--- src/rtl/spi_ctrl_pkg.sv ---
// rtl/spi_ctrl_pkg.sv - shared state type and counter-width helper for the SPI TX sequencer
package spi_ctrl_pkg;

    typedef enum logic [2:0] {IDLE, SETUP, SHIFT, HOLD, GAP} spi_seq_state_t;

    // One spare bit so a counter can hold its terminal value without truncation
    function automatic int cnt_width(input int n);
        return $clog2(n) + 1;
    endfunction

endpackage

--- src/rtl/spi_clk_div.sv ---
// rtl/spi_clk_div.sv - enable-gated divider giving a one-cycle tick every CLK_DIV cycles
module spi_clk_div
    import spi_ctrl_pkg::*;
#(
    parameter int CLK_DIV = 2
) (
    input  logic clk,
    input  logic rst_n,
    input  logic en,
    input  logic clr,
    output logic tick
);

    localparam int CW = cnt_width(CLK_DIV);
    localparam logic [CW-1:0] DIV_LAST = CW'(CLK_DIV - 1);

    logic [CW-1:0] div_cnt;

    assign tick = en && (div_cnt == DIV_LAST);

    always_ff @(posedge clk or negedge rst_n) begin
        if (!rst_n) begin
            div_cnt <= '0;
        end else if (clr || tick) begin
            div_cnt <= '0;
        end else if (en) begin
            div_cnt <= div_cnt + CW'(1);
        end
    end

endmodule

--- src/rtl/spi_tx_sequencer.sv ---
// rtl/spi_tx_sequencer.sv - mode-0 SPI master draining a TX FIFO, MSB first, with RX capture
module spi_tx_sequencer
    import spi_ctrl_pkg::*;
#(
    parameter int DATA_WIDTH = 8,
    parameter int CLK_DIV    = 2,
    parameter int CS_GAP     = 2
) (
    input  logic                  clk,
    input  logic                  rst_n,
    input  logic                  enable,
    input  logic                  fifo_empty,
    output logic                  fifo_rd_en,
    input  logic [DATA_WIDTH-1:0] fifo_rd_data,
    input  logic                  miso,
    output logic                  sclk,
    output logic                  mosi,
    output logic                  cs_n,
    output logic [DATA_WIDTH-1:0] rx_data,
    output logic                  rx_valid,
    output logic                  busy
);

    localparam int BW = cnt_width(DATA_WIDTH);
    localparam int GW = cnt_width(CS_GAP);
    localparam logic [BW-1:0] LAST_BIT = BW'(DATA_WIDTH - 1);
    localparam logic [GW-1:0] GAP_LAST = GW'(CS_GAP - 1);

    spi_seq_state_t state, state_d;

    logic [DATA_WIDTH-1:0] tx_shift;
    logic [DATA_WIDTH-1:0] rx_shift;
    logic [BW-1:0]         bit_cnt;
    logic [GW-1:0]         gap_cnt;
    logic                  tick;
    logic                  div_en;
    logic                  word_end;

    // Gated by rst_n so nothing is popped while the block is held in reset
    assign word_end   = (state == SHIFT) && tick && sclk && (bit_cnt == LAST_BIT);
    assign fifo_rd_en = rst_n && enable && !fifo_empty && ((state == IDLE) || word_end);
    assign div_en     = (state == SETUP) || (state == SHIFT) || (state == HOLD);

    spi_clk_div #(.CLK_DIV(CLK_DIV)) u_clk_div (
        .clk   (clk),
        .rst_n (rst_n),
        .en    (div_en),
        .clr   (state_d != state),
        .tick  (tick)
    );

    always_comb begin
        state_d = state;
        cs_n    = 1'b1;
        mosi    = 1'b0;
        busy    = (state != IDLE);
        case (state)
            IDLE: begin
                if (fifo_rd_en) state_d = SETUP;
            end
            SETUP: begin
                cs_n = 1'b0;
                mosi = tx_shift[DATA_WIDTH-1];
                if (tick) state_d = SHIFT;
            end
            SHIFT: begin
                cs_n = 1'b0;
                mosi = tx_shift[DATA_WIDTH-1];
                if (word_end && !fifo_rd_en) state_d = HOLD;
            end
            HOLD: begin
                cs_n = 1'b0;
                if (tick) state_d = GAP;
            end
            GAP: begin
                if (gap_cnt == GAP_LAST) state_d = IDLE;
            end
            default: state_d = IDLE;
        endcase
    end

    always_ff @(posedge clk or negedge rst_n) begin
        if (!rst_n) begin
            state    <= IDLE;
            sclk     <= 1'b0;
            tx_shift <= '0;
            rx_shift <= '0;
            bit_cnt  <= '0;
            gap_cnt  <= '0;
            rx_data  <= '0;
            rx_valid <= 1'b0;
        end else begin
            state    <= state_d;
            rx_valid <= word_end;
            case (state)
                SHIFT: begin
                    if (tick) begin
                        sclk <= ~sclk;
                        if (!sclk) begin
                            rx_shift <= {rx_shift[DATA_WIDTH-2:0], miso};
                        end else begin
                            tx_shift <= tx_shift << 1;
                            bit_cnt  <= word_end ? '0 : bit_cnt + BW'(1);
                            if (word_end) rx_data <= rx_shift;
                        end
                    end
                end
                GAP: begin
                    gap_cnt <= gap_cnt + GW'(1);
                end
                default: begin
                    sclk    <= 1'b0;
                    gap_cnt <= '0;
                end
            endcase
            // A pop (from IDLE or at word_end) overrides the shift with the new word
            if (fifo_rd_en) begin
                tx_shift <= fifo_rd_data;
                bit_cnt  <= '0;
            end
        end
    end

endmodule

--- config.mk ---
export PLATFORM = sky130hd
export DESIGN_NAME = spi_tx_sequencer
export DESIGN_NICKNAME = d
export VERILOG_FILES = /design/src/rtl/spi_ctrl_pkg.sv /design/src/rtl/spi_clk_div.sv /design/src/rtl/spi_tx_sequencer.sv
export SDC_FILE = /design/constraint.sdc
export NUM_CORES = 1
export LEC_CHECK = 0
export ABC_AREA = 1
export CORE_UTILIZATION = 47
export CTS_CLUSTER_DIAMETER = 100
export CTS_CLUSTER_SIZE = 10
export DETAILED_ROUTE_END_ITERATION = 16
export PLACE_DENSITY = 0.74
export SLEW_MARGIN = 20
export SYNTH_ARGS = -nofsm -noshare
export SYNTH_HDL_FRONTEND = slang
export SYNTH_SLANG_ARGS = --single-unit
--- constraint.sdc ---
create_clock -name clk -period 1.5 [get_ports clk]
set_clock_uncertainty 0.1 [all_clocks]
set_input_delay 0.15 -clock clk [delete_from_list [all_inputs] [get_ports clk]]
set_output_delay 0.15 -clock clk [all_outputs]
set_load 0.02 [all_outputs]
==> results of run 1 <==
[critical path: cells and delay by family, from the launching register on]
family,cells,cell delay [ps]
flops,1,370
simple gates,4,370
buf+inv,3,200
fa+ha+maj,1,180
[synth_stat cells]
| cell | instances |
|---|---|
| nand4_1 | 1 |
| o21ai_0 | 18 |
| nor3_2 | 1 |
| nand2_4 | 2 |
| o31ai_1 | 1 |
| clkinv_1 | 1 |
| buf_2 | 2 |
| ha_1 | 3 |
| a21oi_1 | 7 |
| nand3_1 | 18 |
| o21ai_2 | 2 |
| a31oi_1 | 1 |
| nor2_1 | 12 |
| nor2_4 | 1 |
| inv_2 | 5 |
| nand2_1 | 48 |
| xor2_1 | 2 |
| buf_6 | 1 |
| nand2_2 | 2 |
| o22ai_1 | 1 |
| nand3b_1 | 1 |
| nand4_4 | 1 |
| dfrtp_1 | 37 |
| clkbuf_1 | 1 |
| o21ai_1 | 2 |
| inv_1 | 22 |
[kinds of logic (layout without fill, tap and decap cells)]
group	Yosys count	count (layout)	synth area share, %
buf+inv	32	106	7.70
compound gates	32	32	10.2
flops	37	37	54.8
xor+xnor	2	2	1.04
fa+ha+maj	3	3	2.22
simple gates	87	87	24.1
[final timing paths]
path                                        start                 endpoint  cells after the start
max in group asynchronous                   rst_n   bit_cnt[1]$_DFFE_PN0P_                      3
setup / recovery           bit_cnt[0]$_DFFE_PN0P_               fifo_rd_en                      8
min in group asynchronous                   rst_n  tx_shift[6]$_DFFE_PN0P_                      3
hold / removal                    fifo_rd_data[0]  tx_shift[0]$_DFFE_PN0P_                      3
hold reg to reg            rx_data[7]$_DFFE_PN0P_   rx_data[7]$_DFFE_PN0P_                      2
setup reg to reg           bit_cnt[0]$_DFFE_PN0P_  tx_shift[1]$_DFFE_PN0P_                     11
[layout make-up]
type | count | area share (%)
sequential | 37 | 35.9
multi-input combinational | 124 | 30.5
timing repair buffer | 70 | 24.4
inverter | 28 | 4.66
tap | 46 | 2.23
clock buffer | 5 | 1.46
clock inverter | 3 | 0.874
[flip-flops by register name, summed over array words and instances, names as in the netlist]
name,cells
rx_data,8
rx_shift,8
tx_shift,8
bit_cnt,4
state,3
gap_cnt,2
u_clk_div.div_cnt,2
rx_valid,1
sclk,1
[where the power goes]
| part | internal [uW] | switching [uW] |
|---|---|---|
| registers | 1270 | 202 |
| logic | 1040 | 1030 |
| clock network | 185 | 342 |
| total | 2500 | 1580 |
[metal layers]
metal	wire length (um)	GRT usage [%]	vias to the layer above	part of all wire, %
met4	80	8.89	0	2.0
met2	2050	36.5	28	50
met3	160	7.25	9	3.9
met5	0	0	-	0
met1	1770	28.3	693	44
li1	-	-	764	-
[metrics by stage]
stage | hold WS [ps] | area (sq um) | std cells | setup TNS (ps) | utilization, %
floorplan | -246 | 1710 | 193 | 0 | -
global placement | 165 | 2250 | 293 | -2270 | 66.3
detailed placement | 159 | 2250 | 293 | -3220 | 66.3
CTS | 253 | 2420 | 310 | -1930 | 71.5
global route | 251 | 2580 | 313 | -4090 | 76.0
finish | 259 | 2580 | 313 | -1970 | 76.0
[what timing repair did]
item | 4_1_cts | 5_1_grt
setup buffers | 9 | 3
pin swaps | 8 | 8
hold buffers | 1 | 0
endpoints found under the setup margin | 37 | 40
hold endpoints to repair | 37 | 0
gates cloned | 0 | 2
gates resized for setup | 54 | 38
==> run metrics, run 1 <==
worst slack at placement -357 ps; fraction of layout cells with a size suffix above 1 38.6%; number of clock sinks 37; Initial Utilization 49.9%; Max FO, Critical Path 2; dpl hpwl 2590 um; crit-path cells ha_2, inv_2, nor3_4, nand2_4, nand2_4, nand2_4, clkinv_4, buf_6; die footprint 3840 sq um; post-synth top area share 54.8%; Pwr Total 4080 uW; failing checks negative setup slack; maximum number of pins on one net before global-route repair 38; Port Buffers 26; total global routing overflow 0; CTS tree done; final setup margin -207 ps; Final Setup Violations 19; top cells by area, synth dfrtp_1 (55%), nand2_1 (11%), nand3_1 (5.3%); Crit. End Element output port; most frequent CP cell nand2_4; area growth from synthesis to layout 52.4%; period utilization 114%; CP Class reg -> out; count of final max-slew check failures 0; Seq cells post-synth 37; Max Cap Violations 0; Ys Warns 0; post-synth net total 209; Pre-Repair DR Iteration Count 4; die width 62.0 um; Worst path slowest cell dfrtp_1; Nets 282; worst-case clock buffer depth 2; peak supply drop 1160 uV; Num CTS Buffers 5; Antenna diodes 0; Row Count 21; Clk Latency, worst-skew pair 340 ps; max incr delay on CP 370 ps; Cell Pwr Density 1580 nW/um^2; mapped cell area 1690 sq um; CORE AREA 3390 sq um; H-Tree Depth 2; Wirelength per Cell 13.0 um; status finished with violations; I/O Pins 27; number of global-route vias before repair 1,374; WP data required 1250 ps; Worst-path clk slew 120 ps; Seq/Total Area, Yosys 54.8%; first-pass GRT wire length 6090 um; Worst slew margin 69.5%; GRT Total Usage 22.6%; area occupied by registers 926 sq um; multi-input logic area 785 sq um; Gate Count Post-Synth 193; Final Hold Fails 0; number of DRC markers in iteration 0 38; Vias/cell 4.77; Detail Route Antenna Nets 0; actual slew at the worst max-slew pin 458 ps; Routed WL 4060 um; drc violations 0; crit start category flop; Achievable Freq 586 MHz; worst reg-to-reg setup slack -140 ps; Yosys top cell by area dfrtp_1; Hold Crit Class in -> reg; Vias 1,494; leading cell type in the layout, fill and taps excluded buf_4; WP data arrival 1460 ps; fill count 234; most frequent cells in the layout buf_4 (39), nand2_1 (38), dfrtp_1 (37); placer congestion estimate 0.818; initial antenna violation count 0; Die Height 62.0 um; Pleak 0.00132 uW; CTS Root Cell clkbuf_4; post-layout minimum cycle time 1710 ps; Cell variety after synth 26; RSZ-0062 raised after global routing yes; Syn Area/Cell 8.76 sq um
No activity file was read; power rests on OpenSTA's default activity.
==> run 2: changes to the inputs <==
--- a/config.mk
+++ b/config.mk
@@ -10,7 +10,7 @@
 export CTS_CLUSTER_DIAMETER = 100
 export CTS_CLUSTER_SIZE = 10
 export DETAILED_ROUTE_END_ITERATION = 16
-export PLACE_DENSITY = 0.74
+export PLACE_DENSITY_LB_ADDON = 0.3
 export SLEW_MARGIN = 20
 export SYNTH_ARGS = -nofsm -noshare
 export SYNTH_HDL_FRONTEND = slang
==> run 2 against run 1 <==
Against the previous run: the run still ends with negative setup slack left; clock power is 1% higher; combinational power increased by 16%; sequential power rose by 3%; highest routed layer unchanged.
==> run metrics, run 2 (same netlist as run 1, synthesis figures left out) <==
status finished with violations (unchanged); failing checks negative setup slack (unchanged); area growth from synthesis to layout 59.6% (was 52.4%); final setup margin -313 ps (was -207 ps); die width 62.0 um (unchanged); Port Buffers 26 (unchanged); CP Launch Point bit_cnt[1]$_DFFE_PN0P_ (was bit_cnt[0]$_DFFE_PN0P_); CORE AREA 3390 sq um (unchanged); worst-case clock buffer depth 2 (unchanged); most frequent cells in the layout buf_4 (38), nand2_1 (37), dfrtp_1 (37) (was buf_4 (39), nand2_1 (38), dfrtp_1 (37)); number of DRC markers in iteration 0 109 (was 38); Achievable Freq 552 MHz (was 586 MHz); Crit. End Element output port (unchanged); Routed WL 5140 um (was 4060 um); crit start category flop (unchanged); initial antenna violation count 0 (unchanged); Worst slew margin 69.2% (was 69.5%); biggest regs rx_data: 8 flops, rx_shift: 8 flops, tx_shift: 8 flops (unchanged); Die Height 62.0 um (unchanged); Hold Crit Class in -> reg (unchanged); number of clock sinks 37 (unchanged); WP data arrival 1560 ps (was 1460 ps); maximum number of pins on one net before global-route repair 38 (unchanged); number of global-route vias before repair 1,506 (was 1,374); Final Hold Fails 0 (unchanged); Row Count 21 (unchanged); fill count 199 (was 234); count of final max-slew check failures 0 (unchanged); Pleak 0.00136 uW (was 0.00132 uW); Worst-path clk slew 120 ps (about the same); final core occ 79.6% (was 76.0%); Worst path slowest cell dfrtp_1 (unchanged); CTS tree done (unchanged); worst r2r src state[0]$_DFF_PN0_ (was bit_cnt[0]$_DFFE_PN0P_); period utilization 121% (was 114%); Vias/cell 5.34 (was 4.77); Wirelength per Cell 16.1 um (was 13.0 um); actual slew at the worst max-slew pin 462 ps (was 458 ps); max incr delay on CP 400 ps (was 370 ps); H-Tree Depth 2 (unchanged); crit-path cells ha_2, inv_2, nor3_4, nand2_4, nand2_4, nand2_4, clkinv_4, buf_6 (unchanged); placer congestion estimate 0.775 (was 0.818); WP data required 1250 ps (about the same); GRT Total Usage 25.4% (was 22.6%); CP Class reg -> out (unchanged); post-layout minimum cycle time 1810 ps (was 1710 ps); total global routing overflow 0 (unchanged); fraction of layout cells with a size suffix above 1 42.5% (was 38.6%); I/O Pins 27 (unchanged); min-delay src fifo_rd_data[0] (unchanged); worst slack at placement -337 ps (was -357 ps); Cell Pwr Density 1650 nW/um^2 (was 1580 nW/um^2); Detail Route Antenna Nets 0 (unchanged); Num CTS Buffers 5 (unchanged); die footprint 3840 sq um (unchanged); Initial Utilization 49.9% (unchanged); drc violations 0 (unchanged); most frequent CP cell nand2_4 (unchanged); CTS Root Cell clkbuf_4 (unchanged); Vias 1,704 (was 1,494); Antenna diodes 0 (unchanged); peak supply drop 1180 uV (was 1160 uV); Nets 288 (was 282); dpl hpwl 2520 um (was 2590 um); RSZ-0062 raised after global routing yes (unchanged); Pre-Repair DR Iteration Count 4 (unchanged); leading cell type in the layout, fill and taps excluded buf_4 (unchanged); Max FO, Critical Path 2 (unchanged); first-pass GRT wire length 6850 um (was 6090 um); Max Cap Violations 0 (unchanged); Final Setup Violations 26 (was 19); Clk Latency, worst-skew pair 360 ps (was 340 ps)
-- run 2: area by class of cell --
| type | instances | area [sq um] | area share (%) |
|---|---|---|---|
| Tap cell | 46 | 57.6 | 2.13 |
| Inverter | 28 | 125 | 4.64 |
| Clock inverter | 3 | 17.5 | 0.649 |
| Sequential cell | 37 | 926 | 34.3 |
| Timing Repair Buffer | 75 | 696 | 25.8 |
| Multi-Input combinational cell | 124 | 830 | 30.8 |
| Timing Repair inverter | 1 | 8.76 | 0.325 |
| Clock buffer | 5 | 37.5 | 1.39 |
-- run 2: path summary, 6_finish.rpt --
kind	end	slack, ps	depth (start not counted)
max	fifo_rd_en	-310	8
min	tx_shift[0]$_DFFE_PN0P_	250	3
max reg2reg	u_clk_div.div_cnt[1]$_DFFE_PN0P_	-290	12
min reg2reg	gap_cnt[0]$_DFFE_PN0N_	390	1
max in group asynchronous	rx_data[2]$_DFFE_PN0P_	680	3
min in group asynchronous	tx_shift[6]$_DFFE_PN0P_	290	3
-- run 2: power by group --
part	switching (uW)	internal (uW)	total [uW]
logic	1210	1210	2420
registers	235	1270	1510
clock network	359	177	535
total	1800	2660	4460
-- run 2: timing repair --
action                                  in CTS  in global routing
setup buffers                               12                  7
hold buffers                                 1                  0
endpoints found under the setup margin      37                 42
gates resized for setup                     69                 49
pin swaps                                    8                 13
gates cloned                                 1                  2
hold endpoints to repair                    37                  0
-- run 2: per-stage QoR --
stage | cells | TNS [ps] | hold WS [ps] | total power, uW | area (sq um)
2_1_floorplan | 193 | 0 | -246 | 2250 | 1710
3_3_place_gp | 292 | -2180 | 157 | 2910 | 2240
3_5_place_dp | 292 | -2920 | 156 | 2960 | 2240
4_1_cts | 314 | -3060 | 233 | 3850 | 2490
5_1_grt | 319 | -6450 | 234 | 4700 | 2700
6_report | 319 | -4190 | 248 | 4460 | 2700
-- run 2: worst max-delay path: cells and delay by family (launching register included) --
kind | cells | cell delay, ps
buffers and inverters | 3 | 200
DFF | 1 | 400
and+or+nand+nor | 4 | 430
adders and majority gates | 1 | 180
-- run 2: per-layer routing --
metal | GRT usage, % | wire length [um] | vias to the layer above
met1 | 32.6 | 2060 | 833
met3 | 7.25 | 230 | 27
met2 | 40.4 | 2620 | 66
met4 | 10.8 | 232 | 0
li1 | - | - | 778
met5 | 0 | 0 | -
